<file path="src/rtl/ssp_slave_frontend.sv">
// SSP slave front end: synchronizes the 4-wire SSP pins into the Clk domain
// and turns each 16-bit frame into register-port controls for the UART core.
module ssp_slave_frontend #(
    parameter int   SYNC_STAGES = 2,
    parameter logic MISO_IDLE   = 1'b0
) (
    input  logic        Clk,
    input  logic        Rst,
    input  logic        SSEL_n,
    input  logic        SCK,
    input  logic        MOSI,
    output logic        MISO,
    input  logic [11:0] SSP_DO,
    output logic        SSP_SSEL,
    output logic [2:0]  SSP_RA,
    output logic        SSP_WnR,
    output logic        SSP_En,
    output logic        SSP_EOC,
    output logic [11:0] SSP_DI,
    output logic        Abort
);

    typedef enum logic [1:0] {
        IDLE = 2'd0,
        HDR  = 2'd1,
        DATA = 2'd2
    } state_t;

    logic [SYNC_STAGES-1:0] ssel_q;
    logic [SYNC_STAGES-1:0] sck_q;
    logic [SYNC_STAGES-1:0] mosi_q;
    logic ssel_s;
    logic sck_s;
    logic mosi_s;

    logic sck_d;
    logic mosi_d;
    logic rise_sck;
    logic fall_sck;

    state_t      state, state_n;
    logic [3:0]  bit_cnt, bit_cnt_n;
    logic [15:0] shift, shift_n;
    logic [2:0]  ra_n;
    logic        wnr_n;
    logic [11:0] di_n;
    logic        en_n;
    logic        eoc_n;
    logic        abort_n;
    logic [15:0] shift_in;

    logic [11:0] tx;
    logic        tx_loaded;

    assign ssel_s = ssel_q[SYNC_STAGES-1];
    assign sck_s  = sck_q[SYNC_STAGES-1];
    assign mosi_s = mosi_q[SYNC_STAGES-1];

    // Pin synchronizers, reset to the idle pin levels.
    always_ff @(posedge Clk) begin
        if (!Rst) begin
            ssel_q <= '1;
            sck_q  <= '0;
            mosi_q <= '0;
        end else begin
            ssel_q <= {ssel_q[SYNC_STAGES-2:0], SSEL_n};
            sck_q  <= {sck_q[SYNC_STAGES-2:0], SCK};
            mosi_q <= {mosi_q[SYNC_STAGES-2:0], MOSI};
        end
    end

    // Registered SCK edge strobes; MOSI delayed to stay aligned with them.
    always_ff @(posedge Clk) begin
        if (!Rst) begin
            sck_d    <= 1'b0;
            mosi_d   <= 1'b0;
            rise_sck <= 1'b0;
            fall_sck <= 1'b0;
        end else begin
            sck_d    <= sck_s;
            mosi_d   <= mosi_s;
            rise_sck <= sck_s & ~sck_d;
            fall_sck <= ~sck_s & sck_d;
        end
    end

    assign shift_in = {shift[14:0], mosi_d};

    // Frame FSM state and decoded register-port outputs.
    always_ff @(posedge Clk) begin
        if (!Rst) begin
            state   <= IDLE;
            bit_cnt <= 4'd0;
            shift   <= 16'd0;
            SSP_RA  <= 3'd0;
            SSP_WnR <= 1'b0;
            SSP_DI  <= 12'd0;
            SSP_En  <= 1'b0;
            SSP_EOC <= 1'b0;
            Abort   <= 1'b0;
        end else begin
            state   <= state_n;
            bit_cnt <= bit_cnt_n;
            shift   <= shift_n;
            SSP_RA  <= ra_n;
            SSP_WnR <= wnr_n;
            SSP_DI  <= di_n;
            SSP_En  <= en_n;
            SSP_EOC <= eoc_n;
            Abort   <= abort_n;
        end
    end

    // Next-state logic; deselect is checked before the SCK strobe so it wins.
    always_comb begin
        state_n   = state;
        bit_cnt_n = bit_cnt;
        shift_n   = shift;
        ra_n      = SSP_RA;
        wnr_n     = SSP_WnR;
        di_n      = SSP_DI;
        en_n      = 1'b0;
        eoc_n     = 1'b0;
        abort_n   = 1'b0;
        case (state)
            IDLE: begin
                bit_cnt_n = 4'd0;
                if (!ssel_s) begin
                    state_n = HDR;
                end
            end
            HDR: begin
                if (ssel_s) begin
                    state_n   = IDLE;
                    bit_cnt_n = 4'd0;
                    abort_n   = (bit_cnt != 4'd0);
                end else if (rise_sck) begin
                    shift_n   = shift_in;
                    bit_cnt_n = bit_cnt + 4'd1;
                    if (bit_cnt == 4'd3) begin
                        ra_n    = shift_in[3:1];
                        wnr_n   = shift_in[0];
                        en_n    = 1'b1;
                        state_n = DATA;
                    end
                end
            end
            DATA: begin
                if (ssel_s) begin
                    state_n   = IDLE;
                    bit_cnt_n = 4'd0;
                    abort_n   = 1'b1;
                end else if (rise_sck) begin
                    shift_n   = shift_in;
                    bit_cnt_n = bit_cnt + 4'd1;
                    if (bit_cnt == 4'd15) begin
                        di_n    = shift_in[11:0];
                        eoc_n   = 1'b1;
                        state_n = HDR;
                    end
                end
            end
            default: begin
                state_n   = IDLE;
                bit_cnt_n = 4'd0;
            end
        endcase
    end

    // Read-data shifter: first fall in DATA loads SSP_DO, later falls shift.
    always_ff @(posedge Clk) begin
        if (!Rst) begin
            tx        <= 12'd0;
            tx_loaded <= 1'b0;
        end else if (state != DATA) begin
            tx_loaded <= 1'b0;
        end else if (fall_sck) begin
            if (!tx_loaded) begin
                tx        <= SSP_DO;
                tx_loaded <= 1'b1;
            end else begin
                tx <= {tx[10:0], 1'b0};
            end
        end
    end

    assign MISO = (state == DATA && tx_loaded && !SSP_WnR) ? tx[11] : MISO_IDLE;

    assign SSP_SSEL = ~ssel_s;

endmodule
</file>
<file path="config.mk">
export PLATFORM = sky130hd
export DESIGN_NAME = ssp_slave_frontend
export DESIGN_NICKNAME = d
export VERILOG_FILES = /design/src/rtl/ssp_slave_frontend.sv
export SDC_FILE = /design/constraint.sdc
export NUM_CORES = 1
export LEC_CHECK = 0
export CORE_MARGIN = 2
export CORE_UTILIZATION = 56
export DETAILED_ROUTE_END_ITERATION = 12
export PLACE_DENSITY = 0.83
export SLEW_MARGIN = 10
export SYNTH_ARGS = -nofsm -noshare
export SYNTH_HDL_FRONTEND = slang
export SYNTH_SLANG_ARGS = --single-unit
</file>
<file path="constraint.sdc">
create_clock -name Clk -period 4.6 [get_ports Clk]
set_input_delay 1.38 -clock Clk [delete_from_list [all_inputs] [get_ports Clk]]
set_output_delay 1.38 -clock Clk [all_outputs]
set_load 0.01 [all_outputs]
</file>
# Word level (Yosys, flattened, before mapping)
# Cells that the tools add are included.
[totals]
register_bits = 59
[classes]
n_addsub = 1
n_eq_ne = 10
n_mux = 15
n_bitwise = 11
reduce_logical = 15
[op_table]
columns = ["op", "count"]
rows = [
  ["$mux W2", 7],
  ["$mux W12", 1],
  ["$ne A3 B3 Y1 const B", 4],
  ["$not A1 Y1", 9],
  ["$reduce_and A4 Y1", 2],
  ["$reduce_or A4 Y1", 2],
  ["$pmux W2 S3", 1],
  ["$mux W1", 5],
  ["$reduce_and A5 Y1", 1],
  ["$add A4 B1 Y4 const B", 1],
  ["$eq A4 B2 Y1 const B", 1],
  ["$eq A4 B4 Y1 const B", 1],
  ["$ne A2 B2 Y1 const B", 2],
  ["$reduce_bool A4 Y1", 1],
  ["$reduce_or A2 Y1", 2],
  ["$reduce_and A3 Y1", 1],
  ["$reduce_or A3 Y1", 1],
  ["$and A1 B1 Y1", 2],
  ["$eq A2 B1 Y1 const B", 1],
  ["$eq A2 B2 Y1 const B", 1],
  ["$logic_and A1 B1 Y1", 2],
  ["$logic_not A2 Y1", 1],
  ["$pmux W1 S2", 1],
  ["$reduce_and A2 Y1", 1],
  ["$logic_not A1 Y1", 1],
]

# Logic depth before layout (Yosys ltp)
# Gate-level depths: netlist of the first run.
[logic_depth]
depth_word = 5
mapped_depth = 7
ltp_nobuf = 6

# Worst setup path before layout of the first run
# Ideal clock, no wire load.
[synth_timing]
kind = "flip-flop to output port"
start = "register tx_loaded"
end = "output MISO"
arrival_time_ns = 1.051
required_time_ns = 3.220
path_slack_ns = 2.169
path_stages_with_launch = 4
cell_sequence = "dfxtp_1 -> clkbuf_1 -> buf_2 -> and4b_1"
[synth_between]
elab_chain_len = 3
[synth_lines]
columns = ["element", "line_no", "rtl"]
rows = [
  ["start, declared", "53", "logic tx_loaded;"],
  ["start signal, assigned", "174", "tx_loaded <= 1'b0;"],
  ["start signal, assigned", "176", "tx_loaded <= 1'b0;"],
  ["start signal, assigned", "180", "tx_loaded <= 1'b1;"],
  ["$logic_and A1 B1 Y1 (2 in series)", "187", "assign MISO = (state == DATA && tx_loaded && !SSP_WnR) ? tx[11] : MISO_IDLE;"],
  ["$mux W1", "187", ""],
  ["end, declared", "12", "output logic MISO,"],
]
# No other way between the ends.

# Final worst setup path of the first run
# Same ends and word-level chain as after synthesis.

==> results of run 1 <==
==> per-layer routing <==
metal,wire [um],vias to the layer above,track usage (%)
li1,-,873,-
met1,1950,796,23.6
met2,1920,35,32.5
met3,196,8,8.50
met4,71,0,8.50
met5,0,-,0
==> worst max-delay path, cell delays in order (launching register included) <==
cell and delay (ns):
dfxtp_1 0.78, and4b_1 0.29, clkdlybuf4s50_1 0.53
==> worst max-delay path by stage <==
stage,startpoint,to,slack [ns]
after floorplan,tx_loaded$_SDFFE_PP0P_,MISO,2.17
after global placement,Rst,shift[5]$_SDFFE_PN0P_,1.31
after detailed placement,Rst,shift[3]$_SDFFE_PN0P_,1.22
after CTS,tx_loaded$_SDFFE_PP0P_,MISO,1.27
after global routing,tx_loaded$_SDFFE_PP0P_,MISO,1.19
final,tx_loaded$_SDFFE_PP0P_,MISO,1.29
==> state kept, by name, indices dropped and copies added, names as in the netlist, 2 cells and up <==
| name | flops |
|---|---|
| SSP_DI | 12 |
| tx | 12 |
| shift | 11 |
| bit_cnt | 4 |
| SSP_RA | 3 |
| mosi_q | 2 |
| sck_q | 2 |
| ssel_q | 2 |
| state | 2 |
==> power groups by stage <==
stage | clock [W] | sequential [W] | combinational [W]
floorplan | 0 | 0.000529 | 0.0000254
detailed placement | 0 | 0.000531 | 0.0000441
global placement | 0 | 0.000531 | 0.0000435
finish | 0.000397 | 0.000520 | 0.0000442
CTS | 0.000408 | 0.000520 | 0.0000444
global route | 0.000433 | 0.000520 | 0.0000490
==> metrics by stage <==
stage | setup slack [ns] | area [um2]
2_1_floorplan | 2.17 | 2280
3_3_place_gp | 1.31 | 2660
3_5_place_dp | 1.22 | 2660
4_1_cts | 1.27 | 2830
5_1_grt | 1.19 | 2830
6_report | 1.29 | 2830
==> area by class of cell <==
class / instances / area [um2]
inverters: 6 / 22.5
well taps: 50 / 62.6
clock inverters: 3 / 15.0
repair buffers: 39 / 385
fillers: 323 / 1140
clock buffers: 11 / 151
flip-flops and latches: 59 / 1180
multi-input cells: 159 / 1010
==> synth_stat cells <==
| master | count | area [um2] |
|---|---|---|
| a211oi_1 | 11 | 82.6 |
| a21oi_1 | 15 | 75.1 |
| and2_1 | 7 | 43.8 |
| and3_1 | 1 | 6.26 |
| and4b_1 | 2 | 20.0 |
| buf_2 | 3 | 15.0 |
| buf_4 | 2 | 15.0 |
| clkbuf_1 | 10 | 37.5 |
| clkinv_1 | 1 | 3.75 |
| dfxtp_1 | 59 | 1180 |
| ha_1 | 6 | 75.1 |
| inv_1 | 5 | 18.8 |
| mux2i_1 | 28 | 280 |
| nand2_1 | 27 | 101 |
| nand2b_1 | 5 | 31.3 |
| nand3_1 | 3 | 15.0 |
| nand3b_1 | 1 | 7.51 |
| nand4_1 | 1 | 6.26 |
| nor2_1 | 36 | 135 |
| nor2b_1 | 1 | 6.26 |
| nor3_2 | 1 | 10.0 |
| nor4_1 | 3 | 18.8 |
| nor4b_2 | 1 | 15.0 |
| o211a_1 | 1 | 10.0 |
| o21a_1 | 2 | 15.0 |
| o21ai_0 | 1 | 5.00 |
| o31ai_1 | 1 | 7.51 |
| or4_1 | 2 | 15.0 |
| xnor2_1 | 1 | 8.76 |
| xor2_1 | 2 | 17.5 |
==> logic make-up (layout without fill, tap and decap cells) <==
logic type / Yosys count / count (layout) / synth area share (%)
xor+xnor: 3 / 3 / 1.15
buf+inv: 21 / 59 / 3.95
mux: 28 / 28 / 12.3
compound gates: 31 / 31 / 8.56
simple gates: 91 / 91 / 18.9
fa+ha+maj: 6 / 6 / 3.29
flops: 59 / 59 / 51.8
==> impl_metrics.toml, run 1 <==
[timing]
drv_slew = 0
hold_violations = 0
setup_viol = 0
fin_hold_ws_ns = 0.409
tightest_slew_ns = 0.752
post-route-period-util_pct = 72.0
maxSlewHeadroom_pct = 49.9
post-route-min-period_ns = 3.31
rsz0062_at_grt = "false"
fmax_mhz = 302
finClkSkew_ns = 0.00485
fin_setup_tns_ns = 0

[power]
cell_internal_pwr_w = 0.000755
power.density_nw_per_um2 = 340
power_switching_w = 0.000207
switching_share_pct = 21.5
power_leakage_nw = 1.02
comb_power_share_pct = 4.6
pwr-share-clk_pct = 41.3
p_total_w = 0.000961
p_seq_share_pct = 54.1
ir_drop_v = 0.000267

[min_path]
whs_endpoint = "ssel_q[1]$_SDFF_PN1_"
min_path_type = "reg2reg"
hold_path_startpoint = "ssel_q[0]$_SDFF_PN1_"
hold_depth = 1

[cts]
root_buffer = "clkbuf_8"
cts_buffers = 9
cts_max_path_buffers = 2
cts.sinks = 59
cts_tree = "done"
cts_resized = 0
post_cts_buffers = 0
cts_htree_levels = 3
postCtsHoldBufs = 0
clk_latency_ns = 0.33
clkTransAtPathRegs_ns = 0.06

[yosys]
ys_seq_area_share_pct = 51.8
synth_cells = 239
synth_cell_type_count = 30
synthesis.nets = 262
synthesis.area_um2 = 2280
yosys_warnings = 0
syn_avg_cell_area_um2 = 9.54
ys_ff_latch = 59

[detailed_routing]
final_antenna_net_count = 0
drtPass1Iterations = 4
wl_per_cell_um = 12.7
vias = 1712
vias_per_cell = 5.24
remaining_drc_errors = 0
drt_iter0_drc = 80
totalWireLength_um = 4140

[critical_path]
path_class = "reg2out"
critPathCaptureType = "primary output"
start_kind = "register"
r2r-start = "state[0]$_SDFFE_PN0P_"
worstPathRequired_ns = 3.22
r2r_cells = 5
r2r_end = "tx[4]$_SDFFE_PN0P_"
r2r_setup_slack_ns = 2.70
path_max_fanout = 14
arrival_ns = 1.93

[floorplanning]
dieArea_um2 = 4600
pin_count = 38
die_x_um = 67.8
start_util_pct = 57.4
die_h_um = 67.8
rows = 23
core_um2 = 3970

[global_routing]
grt_pass1_vias = 1549
grt_pass1_wl_um = 6710
grtUsageTotal_pct = 20.2
grt_max_degree = 25
antenna_found_initial = 0
grt_overflow_total = 0

[status]
status = "finished, final reports clean"

[final_layout]
utilization_pct = 71.2
areaGrowthSynthToFinish_pct = 24.0
finalNonFillerCells = 327
final_common_cell = "dfxtp_1"
num-nets-final = 297
drive_above_1_share_pct = 6.50
num_antenna_cells = 0
layout_common_cells = "59 x dfxtp_1, 37 x clkdlybuf4s50_1, 36 x nor2_1, 28 x mux2i_1, 27 x nand2_1"

[placement]
place_congestion = 0.759
dp_hpwl_um = 2730
io_buffers = 37
dp.cells = 313

[flow_run]
max-cap-violations = 0
Power figures use the tool's default switching activity.
==> inputs of run 2 (changes only) <==
CORE_UTILIZATION = 52   (was 56)
PLACE_DENSITY = 0.78   (was 0.83)
clock period = 3.35 ns   (was 4.6 ns; I/O delays follow)
==> run 2 against run 1 <==
Compared with the run above: critical path type unchanged; combinational power up 44%; flip-flop and latch count unchanged; sequential power up 37%; critical path depth up 2; worst setup slack worse by 0.78 ns; die area up 7.2%; utilization down 4.2 points; first-iteration DRC count down 5.0%; power up 43%; final cell count up 2.1%.
==> impl_metrics.toml, run 2 (same netlist as run 1, synthesis figures left out) <==
[final_layout]
final_common_cell = "dfxtp_1"
areaGrowthSynthToFinish_pct = 26.2
finalNonFillerCells = 334
largestRegisters = "SSP_DI (12), tx (12), shift (11)"
final_area_um2 = 2880
seq_area_um2 = 1180
multiInputGateArea_um2 = 1010
drive_above_1_share_pct = 7.45
nFillCells = 354
num_antenna_cells = 0
layout_common_cells = "59 x dfxtp_1, 37 x clkdlybuf4s50_1, 36 x nor2_1, 28 x mux2i_1, 27 x nand2_1"
num-nets-final = 300
utilization_pct = 67.0

[timing]
rsz0062_at_grt = "false"
setup_viol = 0
fin_setup_tns_ns = 0
post-route-min-period_ns = 2.85
drv_slew = 0
hold_violations = 0
post-route-period-util_pct = 84.9
fmax_mhz = 351
tightest_slew_ns = 0.766
finClkSkew_ns = 0.00568
fin_hold_ws_ns = 0.406
maxSlewHeadroom_pct = 48.9

[floorplanning]
pin_count = 38
core_um2 = 4290
start_util_pct = 53.1
die_x_um = 70.2
rows = 24
dieArea_um2 = 4930
die_h_um = 70.2

[detailed_routing]
drtPass1Iterations = 4
totalWireLength_um = 4260
vias_per_cell = 5.12
remaining_drc_errors = 0
drt_iter0_drc = 76
wl_per_cell_um = 12.7
final_antenna_net_count = 0
vias = 1710

[critical_path]
cpMaxStageDelayCell = "clkdlybuf4s50_1"
arrival_ns = 1.84
start_kind = "register"
crit_chain = "inv_1, ha_1, and4b_1, clkdlybuf4s50_1"
path_delay_family = "buffers and inverters"
path_max_fanout = 8
worstPathRequired_ns = 2.34
path_class = "reg2out"
critPathCaptureType = "primary output"
cp.buffers_inverters = 2
slowest_delay_ns = 0.53

[power]
power.density_nw_per_um2 = 479
ir_drop_v = 0.000319
power_leakage_nw = 1.04

[cts]
cts.sinks = 59
postCtsHoldBufs = 0
clkTransAtPathRegs_ns = 0.06
cts_buffers = 9
cts_tree = "done"
clk_latency_ns = 0.32
cts_max_path_buffers = 2
post_cts_buffers = 0
root_buffer = "clkbuf_8"
cts_resized = 0
cts_htree_levels = 3

[min_path]
min_path_type = "reg2reg"

[global_routing]
antenna_found_initial = 0
grtUsageTotal_pct = 19.1
grt_max_degree = 25
grt_pass1_vias = 1642
grt_overflow_total = 0
grt_pass1_wl_um = 7380

[flow_run]
max-cap-violations = 0

[status]
status = "finished, final reports clean"

[placement]
place_congestion = 0.796
dp.cells = 318
io_buffers = 37
postPlaceCellArea_um2 = 2690
dp_hpwl_um = 2960
run 2: changes by cell type in the layout (fill, tap and decap cells not counted):
cell	change
clkbuf_8	+2
clkbuf_1	+2
buf_4	+3
clkinv_2	-2
run 2: through the flow:
stage	power, W	worst slack (ns)
floorplan	0.000762	1.29
global placement	0.000791	0.900
detailed placement	0.000792	0.837
CTS	0.00139	0.483
global route	0.00144	0.418
finish	0.00138	0.504
run 2: worst register-to-register path: cells and delay by family, from the launching register on:
family / cells / cell delay (ns)
mux: 1 / 0.20
flops: 1 / 0.34
buf+inv: 2 / 0.39
simple gates: 3 / 0.76
fa+ha+maj: 1 / 0.32
run 2: metal layers:
layer / wire length (um) / track usage, % / part of all wire, % / vias up
met2: 1980 / 30.1 / 47 / 33
met1: 2080 / 23.9 / 49 / 789
li1: - / - / - / 882
met4: 55 / 9.40 / 1.3 / 0
met3: 138 / 5.48 / 3.2 / 6
met5: 0 / 0 / 0 / -
run 2: final timing paths:
check / from / depth (start not counted) / slack (ns) / end
worst min-delay path: ssel_q[0]$_SDFF_PN1_ / 1 / 0.41 / ssel_q[1]$_SDFF_PN1_
worst min register to register: ssel_q[0]$_SDFF_PN1_ / 1 / 0.41 / ssel_q[1]$_SDFF_PN1_
worst max-delay path: state[0]$_SDFFE_PN0P_ / 4 / 0.50 / MISO
worst max register to register: state[0]$_SDFFE_PN0P_ / 7 / 1.25 / SSP_DI[10]$_SDFFE_PN0P_
run 2: final cells by class:
cell class / instances / area share (%)
sequential: 59 / 41.1
multi-input combinational: 159 / 35.1
timing repair buffer: 42 / 14.2
clock buffer: 15 / 6.48
tap: 52 / 2.26
inverter: 6 / 0.783
clock inverter: 1 / 0.174
run 2: power breakdown:
group | internal [W] | switching [W] | leakage [nW]
logic | 0.0000334 | 0.0000303 | 0.467
clock network | 0.000349 | 0.000251 | 0.0997
registers | 0.000708 | 0.00000484 | 0.477
total | 0.00109 | 0.000287 | 1.04
==> inputs of run 3 (changes only) <==
CORE_UTILIZATION = 47   (was 52)
PLACE_DENSITY = 0.75   (was 0.78)
clock period = 2.6 ns   (was 3.35 ns; I/O delays follow)
==> run 3 against run 2 <==
Compared with the run above: sequential share of layout area is 0.053 points lower; wire length is 3.9% lower; non-clock buffer count is 1 higher; sequential power is 29% higher; combinational power is 29% higher.
==> impl_metrics.toml, run 3 (same netlist as run 1, synthesis figures left out) <==
[timing]
fin_hold_ws_ns = 0.402
post-route-min-period_ns = 2.48
setup_viol = 0
fin_setup_tns_ns = 0
hold_violations = 0
fmax_mhz = 404
finClkSkew_ns = 0.00781
post-route-period-util_pct = 95.3
drv_slew = 0
maxSlewHeadroom_pct = 50.4
tightest_slew_ns = 0.744
rsz0062_at_grt = "false"

[critical_path]
r2r-start = "state[1]$_SDFFE_PN0P_"
path_class = "reg2out"
cp.buffers_inverters = 2
startpoint = "state[0]$_SDFFE_PN0P_"
cpMaxStageDelayCell = "clkdlybuf4s50_1"
start_kind = "register"
slowest_delay_ns = 0.54
path_max_fanout = 8
worstPathRequired_ns = 1.82
r2r_setup_slack_ns = 0.80
critPathCaptureType = "primary output"
r2r_end = "state[0]$_SDFFE_PN0P_"
crit_chain = "inv_2, ha_4, and4b_1, clkdlybuf4s50_1"
r2r_cells = 6
path_delay_family = "buffers and inverters"
arrival_ns = 1.70

[floorplanning]
rows = 25
die_x_um = 73.6
dieArea_um2 = 5420
pin_count = 38
core_um2 = 4690
die_h_um = 73.6
start_util_pct = 48.6

[cts]
post_cts_buffers = 0
cts_buffers = 9
cts_max_path_buffers = 2
cts_htree_levels = 3
root_buffer = "clkbuf_8"
clk_latency_ns = 0.33
cts_tree = "done"
cts.sinks = 59
clkTransAtPathRegs_ns = 0.06

[detailed_routing]
drtPass1Iterations = 4
totalWireLength_um = 4090
wl_per_cell_um = 12.1
vias_per_cell = 5.08
remaining_drc_errors = 0
final_antenna_net_count = 0
drt_iter0_drc = 118
vias = 1711

[status]
status = "finished, final reports clean"

[global_routing]
antenna_found_initial = 0
grt_max_degree = 25
grtUsageTotal_pct = 17.7
grt_pass1_wl_um = 7090
grt_overflow_total = 0
grt_pass1_vias = 1641

[final_layout]
largestRegisters = "SSP_DI (12), tx (12), shift (11)"
final_area_um2 = 2880
drive_above_1_share_pct = 8.13
final_common_cell = "dfxtp_1"
num-nets-final = 301
areaGrowthSynthToFinish_pct = 26.3
layout_common_cells = "59 x dfxtp_1, 37 x clkdlybuf4s50_1, 36 x nor2_1, 28 x mux2i_1, 27 x nand2_1"
num_antenna_cells = 0

[flow_run]
max-cap-violations = 0

[min_path]
whs_endpoint = "fall_sck$_SDFF_PN0_"
min_path_type = "reg2reg"
hold_path_startpoint = "sck_q[1]$_SDFF_PN0_"
hold_depth = 1

[power]
power_leakage_nw = 1.04
ir_drop_v = 0.000322
p_total_w = 0.00173
power.density_nw_per_um2 = 600

[placement]
io_buffers = 37
dp_hpwl_um = 2790
postPlaceCellArea_um2 = 2700
place_congestion = 0.850
## run 3: final cells by class
type,instances,area [um2]
Sequential cell,59,1180
Multi-Input combinational cell,159,1020
Tap cell,54,67.6
Fill cell,396,1810
Clock buffer,14,163
Timing Repair Buffer,43,415
Clock inverter,2,10.0
Inverter,6,22.5
## run 3: per-layer routing
metal | wire length, um | track usage [%] | share of wire (%)
met5 | 0 | 0 | 0
met4 | 74 | 8.89 | 1.8
met3 | 209 | 9.47 | 5.1
met2 | 1880 | 26.4 | 46
met1 | 1930 | 20.7 | 47
## run 3: through the flow
| stage | setup WS, ns | cells | utilization (%) |
|---|---|---|---|
| after global routing | 0.0355 | 337 | 61.4 |
| after CTS | 0.0133 | 337 | 61.2 |
| final | 0.122 | 337 | 61.4 |
| after global placement | 0.347 | 321 | 57.4 |
| after detailed placement | 0.300 | 321 | 57.4 |
| after floorplan | 0.769 | 239 | - |
## run 3: power by group
group          internal, W  leakage, nW   total, W  switching [W]
Combinational    0.0000432        0.472  0.0000823      0.0000391
Clock             0.000396       0.0905   0.000727       0.000331
Sequential        0.000913        0.477   0.000920     0.00000685
## run 3: repair_timing
| action | CTS | global route |
|---|---|---|
| setup endpoints to repair | 1 | 1 |
| gates resized for setup | 1 | 2 |
| hold endpoints to repair | 0 | 0 |
| hold buffers | 0 | 0 |
| pin swaps | 0 | 0 |
## run 3: worst max path at each step
stage	to	slack, ns	cells past startpoint
floorplan	MISO	0.77	3
global placement	MISO	0.35	4
detailed placement	MISO	0.30	4
CTS	MISO	0.01	4
global route	MISO	0.04	3
finish	MISO	0.12	4
## run 3: worst register-to-register path: stages, from the launching register on
cell	delay (ns)
dfxtp_1	0.41
inv_1	0.09
ha_1	0.23
and4b_1	0.26
nor4_1	0.08
or4_1	0.51
a21oi_1	0.15
==> edit (settings of run 3) <==
`SYNC_STAGES`: 2 -> 4.
--- a/src/rtl/ssp_slave_frontend.sv
+++ b/src/rtl/ssp_slave_frontend.sv
@@ -3,3 +3,3 @@
 module ssp_slave_frontend #(
-    parameter int   SYNC_STAGES = 2,
+    parameter int   SYNC_STAGES = 4,
     parameter logic MISO_IDLE   = 1'b0
Function: changed (Yosys sat finds a counterexample within 4 cycles, from zero or initial values and one cycle with Rst low).
==> edit against run 3 <==
  * Cell count rose by 8.3%
  * Largest power group unchanged
  * Cell area rose by 7.9%
  * Sequential cell count rose by 6
  * Total power rose by 18%
  * Routed wire length rose by 8.4%
  * Worst setup slack improved by 45 ps
  * Area after synthesis rose by 7.1%
  * Non-clock buffer count rose by 1
==> edit: results (changes against run 3) <==
Setup path
The largest delay contributor family on the critical path is buffers and inverters (unchanged). The library cell contributing the largest single delay on the critical path is clkdlybuf4s50_1 (unchanged). The depth of the most critical reg-to-reg path came to 7 (was 6). The maximum cell stage delay along the critical path came to 480 ps (was 540 ps).

The maximum fanout encountered on the critical timing path is 4 (was 8). The internal reg-to-reg setup slack is 700 ps (was 800 ps). The start of the worst register-to-register path was state[0] (was state[1]). The critical path arrival is 1650 ps (was 1700 ps).

Detailed routing
The remaining antenna violation count is 0 (unchanged). The ratio of routed vias to standard cells is 5.00 (was 5.08). The starting DRC count in detailed routing is 72 (was 118). The total wirelength of the detailed-routed design is 4.43 mm (was 4.09 mm). The count of vias placed by the detailed router was 1825 (was 1711).

CTS
The number of gates resized after CTS is 0 (was 1).

Layout
The proportion of layout cells with a drive suffix above 1 is 7.80% (was 8.13%). The number of nets in the layout came to 314 (was 301). The number of inserted filler cells in the final layout was 459 (was 396).

Power and ir drop
The leakage power figure is 1.13 nW (was 1.04 nW). The largest voltage drop on the vdd net is 0.000453 V (was 0.000322 V). The switching portion of total power was 18.8% (was 21.8%).

Placement
The cell area after placement is 2880 sq um (was 2700 sq um). The total half-perimeter wirelength after legalization and detailed placement is 3.07 mm (was 2.79 mm). The cell total after placement was 350 (was 321).

The worst setup timing slack at the placement stage is 503 ps (was 300 ps). The global placer's final weighted congestion is 0.765 (was 0.850).

Yosys
Cells taking the most area after synthesis: dfxtp_1 53%, mux2i_1 11%, nor2_1 5.5% (was dfxtp_1 52%, mux2i_1 12%, nor2_1 5.9%). List of most frequent post-synthesis cells: 65 x dfxtp_1, 36 x nor2_1, 28 x mux2i_1 (was 59 x dfxtp_1, 36 x nor2_1, 28 x mux2i_1). The total nets after synthesis is 275 (was 262). The number of distinct library cell variants in the gate-level netlist after synthesis is 30 (unchanged). The number of cells produced by synthesis is 252 (was 239). The sequential-to-total area share from yosys stat is 53.3% (was 51.8%).

Hold path
The startpoint of the tightest hold check path was ssel_q[0] (was sck_q[1]). The terminating pin of the worst hold path is ssel_q[1] (was fall_sck).

Global routing
The total global routing track utilization came to 16.7% (was 17.7%).

STA
The relative slew slack is 48.5% (was 50.4%). The worst-case clock skew is 5.95 ps (was 7.81 ps). The smallest hold slack is 415 ps (was 402 ps).

Run status
Run status: finished clean (unchanged).
[edit: routing by layer]
| metal | GRT usage, % | vias up | part of all wire, % |
|---|---|---|---|
| met2 | 28.7 | 26 | 48 |
| met4 | 7.64 | 0 | 1.0 |
| met5 | 0 | - | 0 |
| met1 | 18.9 | 868 | 48 |
| li1 | - | 925 | - |
| met3 | 5.21 | 6 | 3.1 |
[edit: power groups by stage]
stage / registers, W / logic [W] / clock network, W
after floorplan: 0.00103 / 0.0000404 / 0
after global placement: 0.00103 / 0.0000766 / 0
after detailed placement: 0.00103 / 0.0000771 / 0
after CTS: 0.00101 / 0.0000775 / 0.000980
after global routing: 0.00101 / 0.0000856 / 0.00102
final: 0.00101 / 0.0000770 / 0.000959
[edit: logic make-up after synthesis]
kind of cell,synth area share [%]
and+or+nand+nor,19.2
adders and majority gates,3.08
buffers and inverters,3.84
xor gates and xnor gates,1.08
AOI/OAI and AO/OA,8.00
muxes,11.5
DFF,53.3
[edit: worst max-delay path by stage]
stage	from	slack, ps	end
after floorplan	tx_loaded	770	MISO
after global placement	state[0]	560	MISO
after detailed placement	state[0]	500	MISO
after CTS	state[0]	130	MISO
after global routing	state[0]	70	MISO
final	state[0]	170	MISO
[edit: worst register-to-register path, cell delays in order (launching register included)]
cell and delay [ps]:
dfxtp_1 390, inv_1 80, ha_1 210, buf_4 160, nor4b_2 210, nor4_1 120, or4_1 500, a21oi_1 150
[edit: final cells by class]
class | count | area, sq um | share of cell area [%]
Clock buffer | 13 | 169 | 5.43
Inverter | 6 | 22.5 | 0.724
Multi-Input combinational cell | 165 | 1050 | 33.6
Clock inverter | 2 | 60.1 | 1.93
Timing Repair Buffer | 44 | 423 | 13.6
Sequential cell | 65 | 1300 | 41.9
Tap cell | 70 | 87.6 | 2.82
